<file path="src/rtl/reqsw_nch_pkg.sv">
// Shared constants and helpers for the N-client request/ack switch.
// Imported by the switch top and its request FIFO.
package reqsw_nch_pkg;

   localparam int ARB_FIXED = 0;
   localparam int ARB_RR    = 1;

   // Width of the owner-index field; a single client still needs one bit.
   function automatic int idxw(input int n);
      return (n > 1) ? $clog2(n) : 1;
   endfunction

endpackage

</file>
<file path="src/rtl/reqsw_nch_if.sv">
// Client/upstream handshake bundle of the request/ack switch.
// The switch uses the slave view; the surrounding logic drives the master view.
interface reqsw_nch_if #(
   parameter int NCH = 2,
   parameter int CW  = 16,
   parameter int DW  = 8,
   parameter int AW  = 5
);
   logic [NCH-1:0]    cl_request;
   logic [NCH*CW-1:0] cl_requestcode;
   logic [NCH-1:0]    cl_requestacpt;
   logic [NCH-1:0]    cl_ack;
   logic [CW-1:0]     cl_ackcode;
   logic [NCH*DW-1:0] cl_txsrc;
   logic              up_request_w;
   logic              up_ack;
   logic [CW-1:0]     up_ackcode;
   logic [DW-1:0]     up_txdst;
   logic [AW:0]       reqcnt;
   logic              ovf_err;

   modport slave (
      input  cl_request, cl_requestcode, cl_txsrc, up_ack,
      output cl_requestacpt, cl_ack, cl_ackcode, up_request_w,
             up_ackcode, up_txdst, reqcnt, ovf_err
   );

   modport master (
      output cl_request, cl_requestcode, cl_txsrc, up_ack,
      input  cl_requestacpt, cl_ack, cl_ackcode, up_request_w,
             up_ackcode, up_txdst, reqcnt, ovf_err
   );
endinterface

</file>
<file path="src/rtl/reqsw_nch_fifo.sv">
// Synchronous request FIFO with a registered read port: a pop at one edge
// presents its entry on dout_o, qualified by doutvalid_o, for the following cycle.
module reqsw_nch_fifo #(
   parameter int AW = 5,
   parameter int W  = 8
) (
   input  logic         clk,
   input  logic         reset,
   input  logic         push_i,
   input  logic [W-1:0] din_i,
   input  logic         pop_i,
   output logic [W-1:0] dout_o,
   output logic         doutvalid_o,
   output logic         full_o,
   output logic         empty_o,
   output logic [AW:0]  count_o
);
   localparam int DEPTH = 1 << AW;

   logic [W-1:0]    mem_q [DEPTH];
   logic [AW-1:0]   wrPtr_q, rdPtr_q;
   logic [AW:0]     count_q, count_d;
   logic [W-1:0]    dout_q;
   logic            doutValid_q;
   logic            pushOk, popOk;

   assign full_o      = (count_q == (AW+1)'(DEPTH));
   assign empty_o     = (count_q == '0);
   assign pushOk      = push_i & ~full_o;
   assign popOk       = pop_i & ~empty_o;
   assign dout_o      = dout_q;
   assign doutvalid_o = doutValid_q;
   assign count_o     = count_q;

   always_comb begin
      count_d = count_q;
      if (pushOk && !popOk) begin
         count_d = count_q + 1'b1;
      end else if (!pushOk && popOk) begin
         count_d = count_q - 1'b1;
      end
   end

   // Storage carries no reset; pointers and count alone define what is valid.
   always_ff @(posedge clk) begin
      if (pushOk) begin
         mem_q[wrPtr_q] <= din_i;
      end
   end

   always_ff @(posedge clk) begin
      if (reset) begin
         wrPtr_q     <= '0;
         rdPtr_q     <= '0;
         count_q     <= '0;
         dout_q      <= '0;
         doutValid_q <= 1'b0;
      end else begin
         if (pushOk) begin
            wrPtr_q <= wrPtr_q + 1'b1;
         end
         if (popOk) begin
            rdPtr_q <= rdPtr_q + 1'b1;
            dout_q  <= mem_q[rdPtr_q];
         end
         doutValid_q <= popOk;
         count_q     <= count_d;
      end
   end
endmodule

</file>
<file path="src/rtl/reqsw_nch.sv">
// N-client request/ack switch: arbitrates client requests into a FIFO, routes
// upstream acks back to the owning client and muxes the owner's tx data upstream.
module reqsw_nch
   import reqsw_nch_pkg::*;
#(
   parameter int NCH    = 2,
   parameter int CW     = 16,
   parameter int DW     = 8,
   parameter int AW     = 5,
   parameter int RRMODE = 0
) (
   input  logic clk,
   input  logic reset,
   reqsw_nch_if.slave bus
);
   localparam int IW = idxw(NCH);
   localparam int FW = IW + CW;

   logic [IW-1:0]  ptr_q, ptr_d;
   logic [IW-1:0]  winner;
   logic           anyReq;
   logic [NCH-1:0] grant;
   logic           push, pop;
   logic           fifoFull, fifoEmpty, fifoDoutValid;
   logic [FW-1:0]  fifoDin, fifoDout;
   logic [AW:0]    fifoCount;

   logic [IW-1:0]  owner_q, owner_d;
   logic [CW-1:0]  ackCode_q, ackCode_d;
   logic           ackValid_q, ackValid_d;
   logic           ovfErr_q, ovfErr_d;
   logic [NCH-1:0] clAck;

   // Scan clients starting at the RR pointer (or index 0 in fixed mode);
   // the first requester found wins and everyone else is simply dropped.
   always_comb begin
      int cand;
      cand   = 0;
      anyReq = 1'b0;
      winner = '0;
      grant  = '0;
      for (int k = 0; k < NCH; k++) begin
         cand = ((RRMODE == ARB_RR) ? int'(ptr_q) : 0) + k;
         if (cand >= NCH) begin
            cand = cand - NCH;
         end
         if (!anyReq && bus.cl_request[cand[IW-1:0]]) begin
            anyReq = 1'b1;
            winner = cand[IW-1:0];
         end
      end
      if (anyReq && !reset) begin
         grant[winner] = 1'b1;
      end
   end

   assign push    = (|grant) & ~fifoFull;
   assign pop     = bus.up_ack & ~fifoEmpty;
   assign fifoDin = {winner, bus.cl_requestcode[winner*CW +: CW]};

   assign bus.cl_requestacpt = fifoFull ? '0 : grant;
   assign bus.up_request_w   = push;

   always_comb begin
      ptr_d = ptr_q;
      if (push && (RRMODE == ARB_RR)) begin
         ptr_d = (winner == IW'(NCH - 1)) ? '0 : winner + 1'b1;
      end
   end

   reqsw_nch_fifo #(
      .AW (AW),
      .W  (FW)
   ) u_fifo (
      .clk         (clk),
      .reset       (reset),
      .push_i      (push),
      .din_i       (fifoDin),
      .pop_i       (pop),
      .dout_o      (fifoDout),
      .doutvalid_o (fifoDoutValid),
      .full_o      (fifoFull),
      .empty_o     (fifoEmpty),
      .count_o     (fifoCount)
   );

   // Owner and code only move on a valid FIFO read so they hold between acks.
   always_comb begin
      owner_d    = owner_q;
      ackCode_d  = ackCode_q;
      ackValid_d = fifoDoutValid;
      ovfErr_d   = ovfErr_q | (bus.up_ack & fifoEmpty);
      if (fifoDoutValid) begin
         owner_d   = fifoDout[FW-1 -: IW];
         ackCode_d = fifoDout[CW-1:0];
      end
   end

   always_ff @(posedge clk) begin
      if (reset) begin
         ptr_q      <= '0;
         owner_q    <= '0;
         ackCode_q  <= '0;
         ackValid_q <= 1'b0;
         ovfErr_q   <= 1'b0;
      end else begin
         ptr_q      <= ptr_d;
         owner_q    <= owner_d;
         ackCode_q  <= ackCode_d;
         ackValid_q <= ackValid_d;
         ovfErr_q   <= ovfErr_d;
      end
   end

   always_comb begin
      clAck = '0;
      if (ackValid_q) begin
         clAck[owner_q] = 1'b1;
      end
   end

   assign bus.cl_ack     = clAck;
   assign bus.cl_ackcode = ackCode_q;
   assign bus.up_ackcode = ackCode_q;
   assign bus.up_txdst   = bus.cl_txsrc[owner_q*DW +: DW];
   assign bus.reqcnt     = fifoCount;
   assign bus.ovf_err    = ovfErr_q;
endmodule

</file>
<file path="src/flat_wrapper.sv">
// flat-port wrapper written by rule: the top's interface ports become plain ports
module reqsw_nch_flat import reqsw_nch_pkg::*;
#(
   parameter int NCH    = 2,
   parameter int CW     = 16,
   parameter int DW     = 8,
   parameter int AW     = 5,
   parameter int RRMODE = 0
)
  (clk, reset, bus_cl_request, bus_cl_requestcode, bus_cl_txsrc, bus_up_ack, bus_cl_requestacpt, bus_cl_ack, bus_cl_ackcode, bus_up_request_w, bus_up_ackcode, bus_up_txdst, bus_reqcnt, bus_ovf_err);
  reqsw_nch_if #(.NCH(NCH), .CW(CW), .DW(DW), .AW(AW)) bus_i ();
  input  logic clk;
  input  logic reset;
  input wire logic [$bits(bus_i.cl_request)-1:0] bus_cl_request;
  input wire logic [$bits(bus_i.cl_requestcode)-1:0] bus_cl_requestcode;
  input wire logic [$bits(bus_i.cl_txsrc)-1:0] bus_cl_txsrc;
  input wire logic [$bits(bus_i.up_ack)-1:0] bus_up_ack;
  output wire logic [$bits(bus_i.cl_requestacpt)-1:0] bus_cl_requestacpt;
  output wire logic [$bits(bus_i.cl_ack)-1:0] bus_cl_ack;
  output wire logic [$bits(bus_i.cl_ackcode)-1:0] bus_cl_ackcode;
  output wire logic [$bits(bus_i.up_request_w)-1:0] bus_up_request_w;
  output wire logic [$bits(bus_i.up_ackcode)-1:0] bus_up_ackcode;
  output wire logic [$bits(bus_i.up_txdst)-1:0] bus_up_txdst;
  output wire logic [$bits(bus_i.reqcnt)-1:0] bus_reqcnt;
  output wire logic [$bits(bus_i.ovf_err)-1:0] bus_ovf_err;
  assign bus_i.cl_request = bus_cl_request;
  assign bus_i.cl_requestcode = bus_cl_requestcode;
  assign bus_i.cl_txsrc = bus_cl_txsrc;
  assign bus_i.up_ack = bus_up_ack;
  assign bus_cl_requestacpt = bus_i.cl_requestacpt;
  assign bus_cl_ack = bus_i.cl_ack;
  assign bus_cl_ackcode = bus_i.cl_ackcode;
  assign bus_up_request_w = bus_i.up_request_w;
  assign bus_up_ackcode = bus_i.up_ackcode;
  assign bus_up_txdst = bus_i.up_txdst;
  assign bus_reqcnt = bus_i.reqcnt;
  assign bus_ovf_err = bus_i.ovf_err;
  reqsw_nch #(.NCH(NCH), .CW(CW), .DW(DW), .AW(AW), .RRMODE(RRMODE)) u_core (.clk(clk), .reset(reset), .bus(bus_i));
endmodule
</file>
<file path="config.mk">
export PLATFORM = sky130hd
export DESIGN_NAME = reqsw_nch_flat
export DESIGN_NICKNAME = d
export VERILOG_FILES = /design/src/rtl/reqsw_nch_pkg.sv /design/src/rtl/reqsw_nch_if.sv /design/src/rtl/reqsw_nch_fifo.sv /design/src/rtl/reqsw_nch.sv /design/src/flat_wrapper.sv
export SDC_FILE = /design/constraint.sdc
export NUM_CORES = 1
export LEC_CHECK = 0
export BUFFER_PORTS_ARGS = -buffer_cell sky130_fd_sc_hd__buf_2
export CAP_MARGIN = 20
export CORE_MARGIN = 3
export CORE_UTILIZATION = 55
export CTS_CLUSTER_SIZE = 16
export DETAILED_ROUTE_END_ITERATION = 10
export HOLD_SLACK_MARGIN = 0.06
export PLACE_DENSITY = 0.71
export SETUP_SLACK_MARGIN = 0.2
export SLEW_MARGIN = 30
export SYNTH_ARGS = -nofsm -noshare
export SYNTH_HDL_FRONTEND = slang
export SYNTH_SLANG_ARGS = --single-unit
</file>
<file path="constraint.sdc">
create_clock -name clk -period 8.9 [get_ports clk]
set_clock_uncertainty 0.05 [all_clocks]
set_input_delay 0 -clock clk [delete_from_list [all_inputs] [get_ports clk]]
set_output_delay 0 -clock clk [all_outputs]
set_load 0.01 [all_outputs]
</file>
==> impl_metrics.py, run 1 <==
metrics = {
    "status": {
        "outcome": "finished, final reports clean",
    },
    "worst_hold_path": {
        "holdPathEnd": "u_core.u_fifo.mem_q[17][5]$_DFFE_PP_",
        "hp-class": "input port to flip-flop",
        "min-delay-start": "bus_cl_requestcode[21]",
        "hold_path_depth": 2,
    },
    "synthesis": {
        "synthArstFlopShare_pct": 0,
        "yosys_register_bits": 597,
        "synth_edf_count": 544,
        "ys_types": 48,
        "syn_area_um2": 23360,
        "yosysWarnings": 0,
        "ys_seq_area_share_pct": 74.48,
        "syn-num-nets": 1252,
        "ys.flop_type": "edfxtp_1",
        "avgSynthCellArea_um2": 19.66,
        "netlist_instances": 1188,
    },
    "layout": {
        "nets": 1379,
        "instances_no_fill": 1896,
        "design_area_um2": 26370,
        "area_growth_pct": 12.89,
        "n_antenna_cell": 0,
        "drive_gt1_share_pct": 27.93,
    },
    "global_route": {
        "grt_max_degree": 95,
        "grt_pass1_wl_mm": 80.10,
        "gr-total-overflow": 0,
        "grt_use_total_pct": 24.88,
        "first_global_vias": 11770,
        "antenna_found_initial": 1,
    },
    "setup_path": {
        "crit_arrival_ns": 4.30,
        "end_kind": "flip-flop",
        "timing.rr.start": "u_core.u_fifo.rdPtr_q[0]$_SDFFE_PP0P_",
        "r2r-end": "u_core.u_fifo.dout_o[13]$_SDFFE_PP0P_",
        "crit_path_top_delay_cell": "dfxtp_4",
        "critical-path-max-stage-delay_ns": 0.67,
        "worst-setup-path-type": "flip-flop to flip-flop",
        "path_cells": "buf_12 > buf_6 > mux4_2 > a22o_1 > a2111oi_2 > a21oi_1 > a22o_1",
        "crit_family": "buffers and inverters",
        "cp.required_ns": 9.35,
        "rrSetupSlack_ns": 5.05,
        "cp_common_cell": "a22o_1",
        "critPathBufInv": 2,
        "cp_max_fo": 94,
        "reg2reg_depth": 7,
        "startpoint_type": "flip-flop",
    },
    "floorplan": {
        "initial_utilization_pct": 56.44,
        "fp.dieH_um": 212.1,
        "fp.dieW_um": 212.1,
        "fp-row-count": 74,
        "ios": 105,
        "die-area_um2": 44980,
        "core_area_um2": 41390,
    },
    "clocking": {
        "cts_resized": 0,
        "numCtsBuffers": 57,
        "htree_levels": 2,
        "cts_buffer_depth": 3,
        "hold_buffers": 5,
        "cts.sinks": 597,
        "post_cts_buffers": 0,
        "cts-root-buf": "clkbuf_16",
        "clk_pin_slew_worst_paths_ns": 0.06,
        "cts_tree": "built",
        "clk_latency_ns": 0.60,
    },
    "flow_run": {
        "cap_violations": 0,
    },
    "route": {
        "via_per_inst": 6.343,
        "wl_per_cell_um": 29.06,
        "drtIter0Drc": 1540,
        "drcViolationCount": 0,
        "vias": 12030,
        "routed_wl_mm": 55.10,
        "firstDrtPassIters": 5,
        "ant_nets": 0,
    },
    "sta": {
        "worstMarginPinSlew_ns": 0.9984,
        "setup_viol": 0,
        "finalWorstSetupSlack_ns": 5.048,
        "fin_hold_ws_ns": 0.1977,
        "grt_setup_unrepaired": "false",
        "max_slew_margin_pct": 33.36,
        "finalSetupTns_ns": 0,
        "clock.fmax_ghz": 0.2596,
        "drv_slew": 0,
        "finalCriticalPeriod_ns": 3.852,
        "post-route-period-util_pct": 43.28,
        "hold_viol_final": 0,
    },
    "power": {
        "ir_worst_vdd_uv": 179.7,
        "power_switching_share_pct": 26.20,
        "pwr-share-comb_pct": 19.0,
        "leakagePower_uw": 0.008615,
        "p_per_area_nw_per_um2": 267.6,
        "p_clk_share_pct": 34.7,
        "p_switching_uw": 1849,
        "p_int_uw": 5207,
        "pwr-share-seq_pct": 46.4,
    },
    "place": {
        "dp_hpwl_mm": 31.36,
        "dp_cells": 1783,
        "place_ws_ns": 4.895,
        "dpl-instance-area_um2": 24410,
        "portBuffers": 104,
        "place_congestion": 0.8450,
    },
}
[worst max-delay path by stage]
| stage | to | cells past startpoint | start | slack (ns) |
|---|---|---|---|---|
| global placement | u_core.u_fifo.dout_o[13]$_SDFFE_PP0P_ | 7 | u_core.u_fifo.rdPtr_q[0]$_SDFFE_PP0P_ | 4.92 |
| CTS | u_core.u_fifo.dout_o[13]$_SDFFE_PP0P_ | 7 | u_core.u_fifo.rdPtr_q[0]$_SDFFE_PP0P_ | 4.84 |
| global route | u_core.u_fifo.dout_o[13]$_SDFFE_PP0P_ | 7 | u_core.u_fifo.rdPtr_q[0]$_SDFFE_PP0P_ | 4.83 |
| finish | u_core.u_fifo.dout_o[13]$_SDFFE_PP0P_ | 7 | u_core.u_fifo.rdPtr_q[0]$_SDFFE_PP0P_ | 5.05 |
| detailed placement | u_core.u_fifo.dout_o[13]$_SDFFE_PP0P_ | 7 | u_core.u_fifo.rdPtr_q[0]$_SDFFE_PP0P_ | 4.89 |
| floorplan | u_core.u_fifo.count_o[5]$_SDFFE_PP0P_ | 10 | u_core.u_fifo.count_o[1]$_SDFFE_PP0P_ | 5.95 |
[sequential cells by signal (all words and copies together) (netlist names)]
signal / flops
u_core.u_fifo.mem_q: 544
u_core.u_fifo.dout_o: 17
u_core.bus.cl_ackcode: 16
u_core.u_fifo.count_o: 6
u_core.u_fifo.rdPtr_q: 5
u_core.u_fifo.wrPtr_q: 5
u_core.ackValid_q: 1
u_core.bus.ovf_err: 1
u_core.owner_q: 1
u_core.u_fifo.doutvalid_o: 1
[area by class of cell]
class	count	area (um2)
inverter	10	37.54
clock buffer	77	1604
timing repair buffer	152	909.6
fill	2767	15020
tap	532	665.6
clock inverter	31	297.8
sequential	597	17410
multi-input combinational	497	5448
[cell usage after synthesis, drive strengths merged, types with 2 or more instances]
master   instances  area (um2)
and2             3       18.77
a21oi           39       195.2
nor2            71       271.5
nand4            5       31.28
a22oi           17       127.6
a21o             2       15.01
a31oi            4       31.28
edfxtp         544       16340
nand2           12       45.04
buf             47       361.6
a2111oi         17       234.0
nand3            2       10.01
o22ai           16       100.1
xnor2            6       52.55
o221ai          17       148.9
a22o            32       280.3
xor2             6       52.55
mux4           103        2350
nor4             3       18.77
dfxtp           53        1061
clkbuf          37       142.6
nor2b            6       37.54
ha              10       125.1
nand3b           4       30.03
mux2            24       270.3
mux2i           87       870.8
inv             10       37.54
[stage by stage]
| step | utilization (%) | total power [uW] |
|---|---|---|
| 6_report | 63.71 | 7055 |
| 5_1_grt | 63.71 | 7294 |
| 4_1_cts | 63.70 | 7093 |
| 3_5_place_dp | 58.98 | 4667 |
| 3_3_place_gp | 58.96 | 4641 |
| 2_1_floorplan | - | 4315 |
[cell usage in the layout, fill, tap and decap left out, types with 10 or more instances in the layout]
cell type / count
o221ai_1: 17
a21oi_1: 39
a22oi_1: 17
clkbuf_16: 59
a2111oi_2: 13
a22o_1: 32
ha_1: 10
nand2_1: 12
edfxtp_1: 544
clkinv_1: 11
mux4_2: 95
mux2i_1: 87
clkinv_2: 12
nor2_1: 67
buf_2: 104
buf_4: 41
clkbuf_1: 12
o22ai_1: 16
mux2_2: 24
dfxtp_1: 49
[power by group through the flow]
stage	combinational (uW)	clock, uW	sequential, uW
final	1340	2450	3270
after global routing	1430	2580	3280
after CTS	1340	2480	3270
after detailed placement	1340	0	3330
after global placement	1310	0	3330
after floorplan	1050	0	3270
[worst reg2reg max path: cells and delay by family (launching register included)]
family	cells	cell delay, ns
AO/OA/AOI/OAI	4	0.97
buffers and inverters	2	1.44
flip-flops	1	0.67
multiplexers	1	0.63
[metal layers]
metal | track usage [%] | vias to the layer above | part of all wire, % | wire length [um]
met5 | 0 | - | 0.022 | 12
met1 | 36.55 | 6135 | 40 | 22070
met4 | 7.667 | 2 | 2.8 | 1542
li1 | - | 5112 | - | -
met2 | 37.13 | 688 | 46 | 25140
met3 | 6.714 | 89 | 12 | 6337
[cell families after synthesis]
group / share of synthesized area (%)
DFF: 74.48
xor gates and xnor gates: 0.4499
adders and majority gates: 0.6214
buffers and inverters: 2.319
AOI/OAI and AO/OA: 5.078
muxes: 14.94
and+or+nand+nor: 2.111
(Power assumes the default switching activity.)
==> inputs of run 2 (changes only) <==
==> constraint.sdc (replaced) <==
create_clock -name clk -period 3.6 [get_ports clk]
set_clock_uncertainty 0.05 [all_clocks]
set_input_delay 0 -clock clk [delete_from_list [all_inputs] [get_ports clk]]
set_output_delay 0 -clock clk [all_outputs]
set_load 0.01 [all_outputs]
==> impl_metrics.py, run 2 (synthesized netlist as in run 1, its figures left out) <==
metrics = {
    "global_route": {
        "gr-total-overflow": 0,
        "grt_use_total_pct": 23.36,
        "antenna_found_initial": 1,
        "grt_max_degree": 42,
        "grt_pass1_wl_mm": 76.55,
        "first_global_vias": 11840,
    },
    "clocking": {
        "cts-root-buf": "clkbuf_16",
        "clk_pin_slew_worst_paths_ns": 0.06,
        "htree_levels": 2,
        "numCtsBuffers": 57,
        "cts_tree": "built",
        "cts.sinks": 597,
        "clk_latency_ns": 0.59,
        "post_cts_buffers": 0,
        "cts_buffer_depth": 3,
    },
    "sta": {
        "finalCriticalPeriod_ns": 3.126,
        "finalSetupTns_ns": 0,
        "setup_viol": 0,
        "hold_viol_final": 0,
        "worstMarginPinSlew_ns": 1.033,
        "post-route-period-util_pct": 86.84,
        "grt_setup_unrepaired": "false",
        "drv_slew": 0,
        "clock.fmax_ghz": 0.3199,
        "max_slew_margin_pct": 31.04,
        "fin_hold_ws_ns": 0.2133,
    },
    "power": {
        "leakagePower_uw": 0.008676,
        "ir_worst_vdd_uv": 365.2,
        "p_per_area_nw_per_um2": 651.2,
    },
    "layout": {
        "final_cell_mix": "edfxtp_1 (544), buf_2 (104), mux4_2 (95)",
        "n_antenna_cell": 0,
        "nets": 1398,
        "largest_register_ffs": 544,
        "area_growth_pct": 13.26,
        "drive_gt1_share_pct": 28.53,
        "layout_commonest_cell": "edfxtp_1",
        "top_register": "u_core.u_fifo.mem_q",
    },
    "place": {
        "portBuffers": 104,
        "place_congestion": 0.8124,
        "dp_hpwl_mm": 31.24,
    },
    "flow_run": {
        "cap_violations": 0,
    },
    "setup_path": {
        "startpoint_type": "flip-flop",
        "end_kind": "flip-flop",
        "cp_max_fo": 7,
        "crit_arrival_ns": 3.59,
        "cp.required_ns": 4.06,
        "worst-setup-path-type": "flip-flop to flip-flop",
    },
    "floorplan": {
        "core_area_um2": 41390,
        "ios": 105,
        "die-area_um2": 44980,
        "fp-row-count": 74,
        "fp.dieH_um": 212.1,
        "initial_utilization_pct": 56.44,
        "fp.dieW_um": 212.1,
    },
    "route": {
        "firstDrtPassIters": 5,
        "vias": 12020,
        "drcViolationCount": 0,
        "drtIter0Drc": 1241,
        "ant_nets": 0,
        "routed_wl_mm": 51.82,
        "wl_per_cell_um": 27.09,
        "via_per_inst": 6.281,
    },
    "worst_hold_path": {
        "hp-class": "input port to flip-flop",
    },
    "status": {
        "outcome": "finished, final reports clean",
    },
}
[run 2: cell count changes in the layout (fill, tap and decap cells not counted), moves of 2 or more]
cell       previous run  this run
clkbuf_1             12        18
buf_12                1         6
clkinv_1             11         7
clkbuf_16            59        57
clkbuf_8              6         2
buf_4                41        56
[run 2: power by group]
group          leakage, uW  internal (uW)  switching [uW]
registers          0.00534           7830             280
clock network     0.000880           3320            2420
logic              0.00246           1580            1800
[run 2: per-stage QoR]
stage          utilization, %  cells  cell area, um2  total power (uW)  setup WS [ns]
2_1_floorplan               -   1188           23360             10670         0.6525
3_3_place_gp            59.44   1802           24600             11580         0.4526
3_5_place_dp            59.44   1802           24600             11630         0.3673
4_1_cts                 63.90   1913           26450             17350         0.3339
5_1_grt                 63.92   1913           26460             17880         0.2220
6_report                63.92   1913           26460             17230         0.4737
[run 2: worst paths after layout]
path	startpoint	end	slack (ns)	cells past startpoint
setup / recovery	u_core.u_fifo.count_o[1]$_SDFFE_PP0P_	u_core.u_fifo.count_o[5]$_SDFFE_PP0P_	0.47	11
hold / removal	bus_cl_requestcode[24]	u_core.u_fifo.mem_q[8][8]$_DFFE_PP_	0.21	2
setup reg to reg	u_core.u_fifo.count_o[1]$_SDFFE_PP0P_	u_core.u_fifo.count_o[5]$_SDFFE_PP0P_	0.47	11
hold reg to reg	u_core.u_fifo.dout_o[16]$_SDFFE_PP0P_	u_core.u_fifo.dout_o[16]$_SDFFE_PP0P_	0.45	1
[run 2: final cells by class]
cell class / count / area (um2)
flip-flops and latches: 597 / 17410
fillers: 2751 / 14930
multi-input cells: 497 / 5439
clock buffers: 77 / 1521
repair buffers: 171 / 1111
well taps: 532 / 665.6
clock inverters: 29 / 274.0
inverters: 10 / 37.54
[run 2: per-layer routing]
layer / wire [um] / share of wire, % / vias to the layer above / GRT usage [%]
li1: - / - / 5153 / -
met1: 21860 / 42 / 6230 / 34.48
met2: 24140 / 47 / 573 / 36.29
met3: 4831 / 9.3 / 58 / 4.707
met4: 970 / 1.9 / 2 / 6.397
met5: 13 / 0.025 / - / 0
[run 2: critical path: stages (launching register included)]
cell      delay (ns)
dfxtp_1         0.37
nor4_2          0.55
a31oi_2         0.28
inv_1           0.17
ha_1            0.24
inv_1           0.14
ha_1            0.35
nor4_1          0.26
a31oi_1         0.09
a21boi_0        0.16
a31o_2          0.27
a21oi_1         0.12
[run 2: timing repair]
| action | 4_1_cts | 5_1_grt |
|---|---|---|
| resized for setup | 0 | 1 |
| setup endpoints to repair | 0 | 3 |
| hold endpoints to repair | 36 | 0 |
| hold buffers | 5 | 0 |
==> inputs of run 3 (changes only) <==
--- a/config.mk
+++ b/config.mk
@@ -8,11 +8,11 @@
 export BUFFER_PORTS_ARGS = -buffer_cell sky130_fd_sc_hd__buf_2
 export CAP_MARGIN = 20
 export CORE_MARGIN = 3
-export CORE_UTILIZATION = 55
+export CORE_UTILIZATION = 40
 export CTS_CLUSTER_SIZE = 16
 export DETAILED_ROUTE_END_ITERATION = 10
 export HOLD_SLACK_MARGIN = 0.06
-export PLACE_DENSITY = 0.71
+export PLACE_DENSITY = 0.55
 export SETUP_SLACK_MARGIN = 0.2
 export SLEW_MARGIN = 30
 export SYNTH_ARGS = -nofsm -noshare
==> impl_metrics.py, run 3 (synthesized netlist as in run 1, its figures left out) <==
metrics = {
    "status": {
        "outcome": "finished, final reports clean",
    },
    "worst_hold_path": {
        "hp-class": "input port to flip-flop",
    },
    "setup_path": {
        "cp_max_fo": 7,
        "startpoint_type": "flip-flop",
        "cp.required_ns": 4.08,
        "crit_arrival_ns": 3.43,
        "worst-setup-path-type": "flip-flop to flip-flop",
        "end_kind": "flip-flop",
    },
    "global_route": {
        "grt_max_degree": 40,
        "first_global_vias": 11760,
        "grt_use_total_pct": 18.59,
        "gr-total-overflow": 0,
        "antenna_found_initial": 0,
        "grt_pass1_wl_mm": 82.05,
    },
    "route": {
        "wl_per_cell_um": 26.25,
        "drcViolationCount": 0,
        "via_per_inst": 5.501,
        "routed_wl_mm": 56.35,
        "ant_nets": 0,
        "drtIter0Drc": 1226,
        "vias": 11810,
        "firstDrtPassIters": 5,
    },
    "power": {
        "leakagePower_uw": 0.008728,
        "p_per_area_nw_per_um2": 655.6,
        "ir_worst_vdd_uv": 378.5,
    },
    "layout": {
        "nets": 1403,
        "instances_no_fill": 2147,
        "utilization_pct": 47.14,
        "area_growth_pct": 15.11,
        "final_cell_mix": "edfxtp_1 (544), buf_2 (104), mux4_2 (95)",
        "fillers": 4789,
        "top_register": "u_core.u_fifo.mem_q",
        "layout_commonest_cell": "edfxtp_1",
        "largest_register_ffs": 544,
        "multiInputGateArea_um2": 5473,
        "n_antenna_cell": 0,
        "seq_area_um2": 17410,
        "drive_gt1_share_pct": 29.69,
    },
    "sta": {
        "clock.fmax_ghz": 0.3384,
        "finalCriticalPeriod_ns": 2.955,
        "finalSetupTns_ns": 0,
        "worstMarginPinSlew_ns": 0.9115,
        "drv_slew": 0,
        "setup_viol": 0,
        "grt_setup_unrepaired": "false",
        "hold_viol_final": 0,
        "max_slew_margin_pct": 39.08,
        "post-route-period-util_pct": 82.08,
    },
    "floorplan": {
        "die-area_um2": 61330,
        "fp.dieH_um": 247.7,
        "fp.dieW_um": 247.7,
        "core_area_um2": 57040,
        "initial_utilization_pct": 40.95,
        "fp-row-count": 87,
        "ios": 105,
    },
    "place": {
        "dp_hpwl_mm": 33.82,
        "place_congestion": 0.7775,
        "portBuffers": 104,
        "dp_cells": 2027,
    },
    "clocking": {
        "cts.sinks": 597,
        "post_cts_buffers": 0,
        "cts-root-buf": "clkbuf_16",
        "cts_buffer_depth": 3,
        "numCtsBuffers": 61,
        "cts_tree": "built",
        "clk_pin_slew_worst_paths_ns": 0.06,
        "clk_latency_ns": 0.62,
        "htree_levels": 2,
    },
    "flow_run": {
        "cap_violations": 0,
    },
}
-- run 3: cell types whose count changed in the layout (fill, tap and decap cells not counted), sizes merged --
cell and delta:
buf +1, clkbuf +4, clkinv +6, inv -1
-- run 3: final cells by class --
cell class / instances / share of cell area, %
clock buffers: 81 / 6.110
clock inverters: 34 / 1.107
inverters: 10 / 0.1396
multi-input cells: 497 / 20.35
flip-flops and latches: 597 / 64.75
well taps: 756 / 3.518
repair buffers: 172 / 4.020
-- run 3: repair_timing --
item,in CTS,in global routing
hold buffers,5,0
endpoints found under the hold margin,36,0
resized for setup,0,0
-- run 3: per-stage QoR --
step	hold WS [ns]	area (um2)	setup slack [ns]	total power (uW)
final	0.2300	26890	0.6451	17630
after floorplan	0.02421	23360	0.6525	10670
after global placement	0.2003	24890	0.6499	11650
after CTS	0.1917	26890	0.6342	17810
after detailed placement	0.2055	24900	0.6426	11690
after global routing	0.2409	26890	0.2829	18320
-- run 3: worst max-delay path, stage by stage, from the launching register on --
cell and delay [ns]:
dfxtp_1 0.42, nor4_1 0.09, buf_4 0.15, a31oi_2 0.43
inv_1 0.16, ha_1 0.25, inv_1 0.16, ha_1 0.25
a21o_1 0.18, a21oi_1 0.25, o21ai_0 0.15, a31o_2 0.22
a21oi_1 0.12
-- run 3: worst paths after layout --
kind,cells past startpoint,from,to,slack [ns]
worst max-delay path,12,u_core.u_fifo.count_o[1]$_SDFFE_PP0P_,u_core.u_fifo.count_o[5]$_SDFFE_PP0P_,0.65
worst min-delay path,2,bus_cl_requestcode[26],u_core.u_fifo.mem_q[11][10]$_DFFE_PP_,0.23
worst max register to register,12,u_core.u_fifo.count_o[1]$_SDFFE_PP0P_,u_core.u_fifo.count_o[5]$_SDFFE_PP0P_,0.65
worst min register to register,2,u_core.bus.cl_ackcode[2]$_SDFFE_PP0P_,u_core.bus.cl_ackcode[2]$_SDFFE_PP0P_,0.47
-- run 3: per-layer routing --
layer	track usage (%)	part of all wire, %	vias to the layer above
li1	-	-	5170
met1	28.99	48	6193
met2	27.70	44	384
met3	2.366	5.8	64
met4	4.772	1.8	0
met5	0	0	-
-- run 3: power by group --
part	switching, uW	internal (uW)
combinational	1780	1580
sequential	303	7830
clock	2580	3550
total	4670	13000
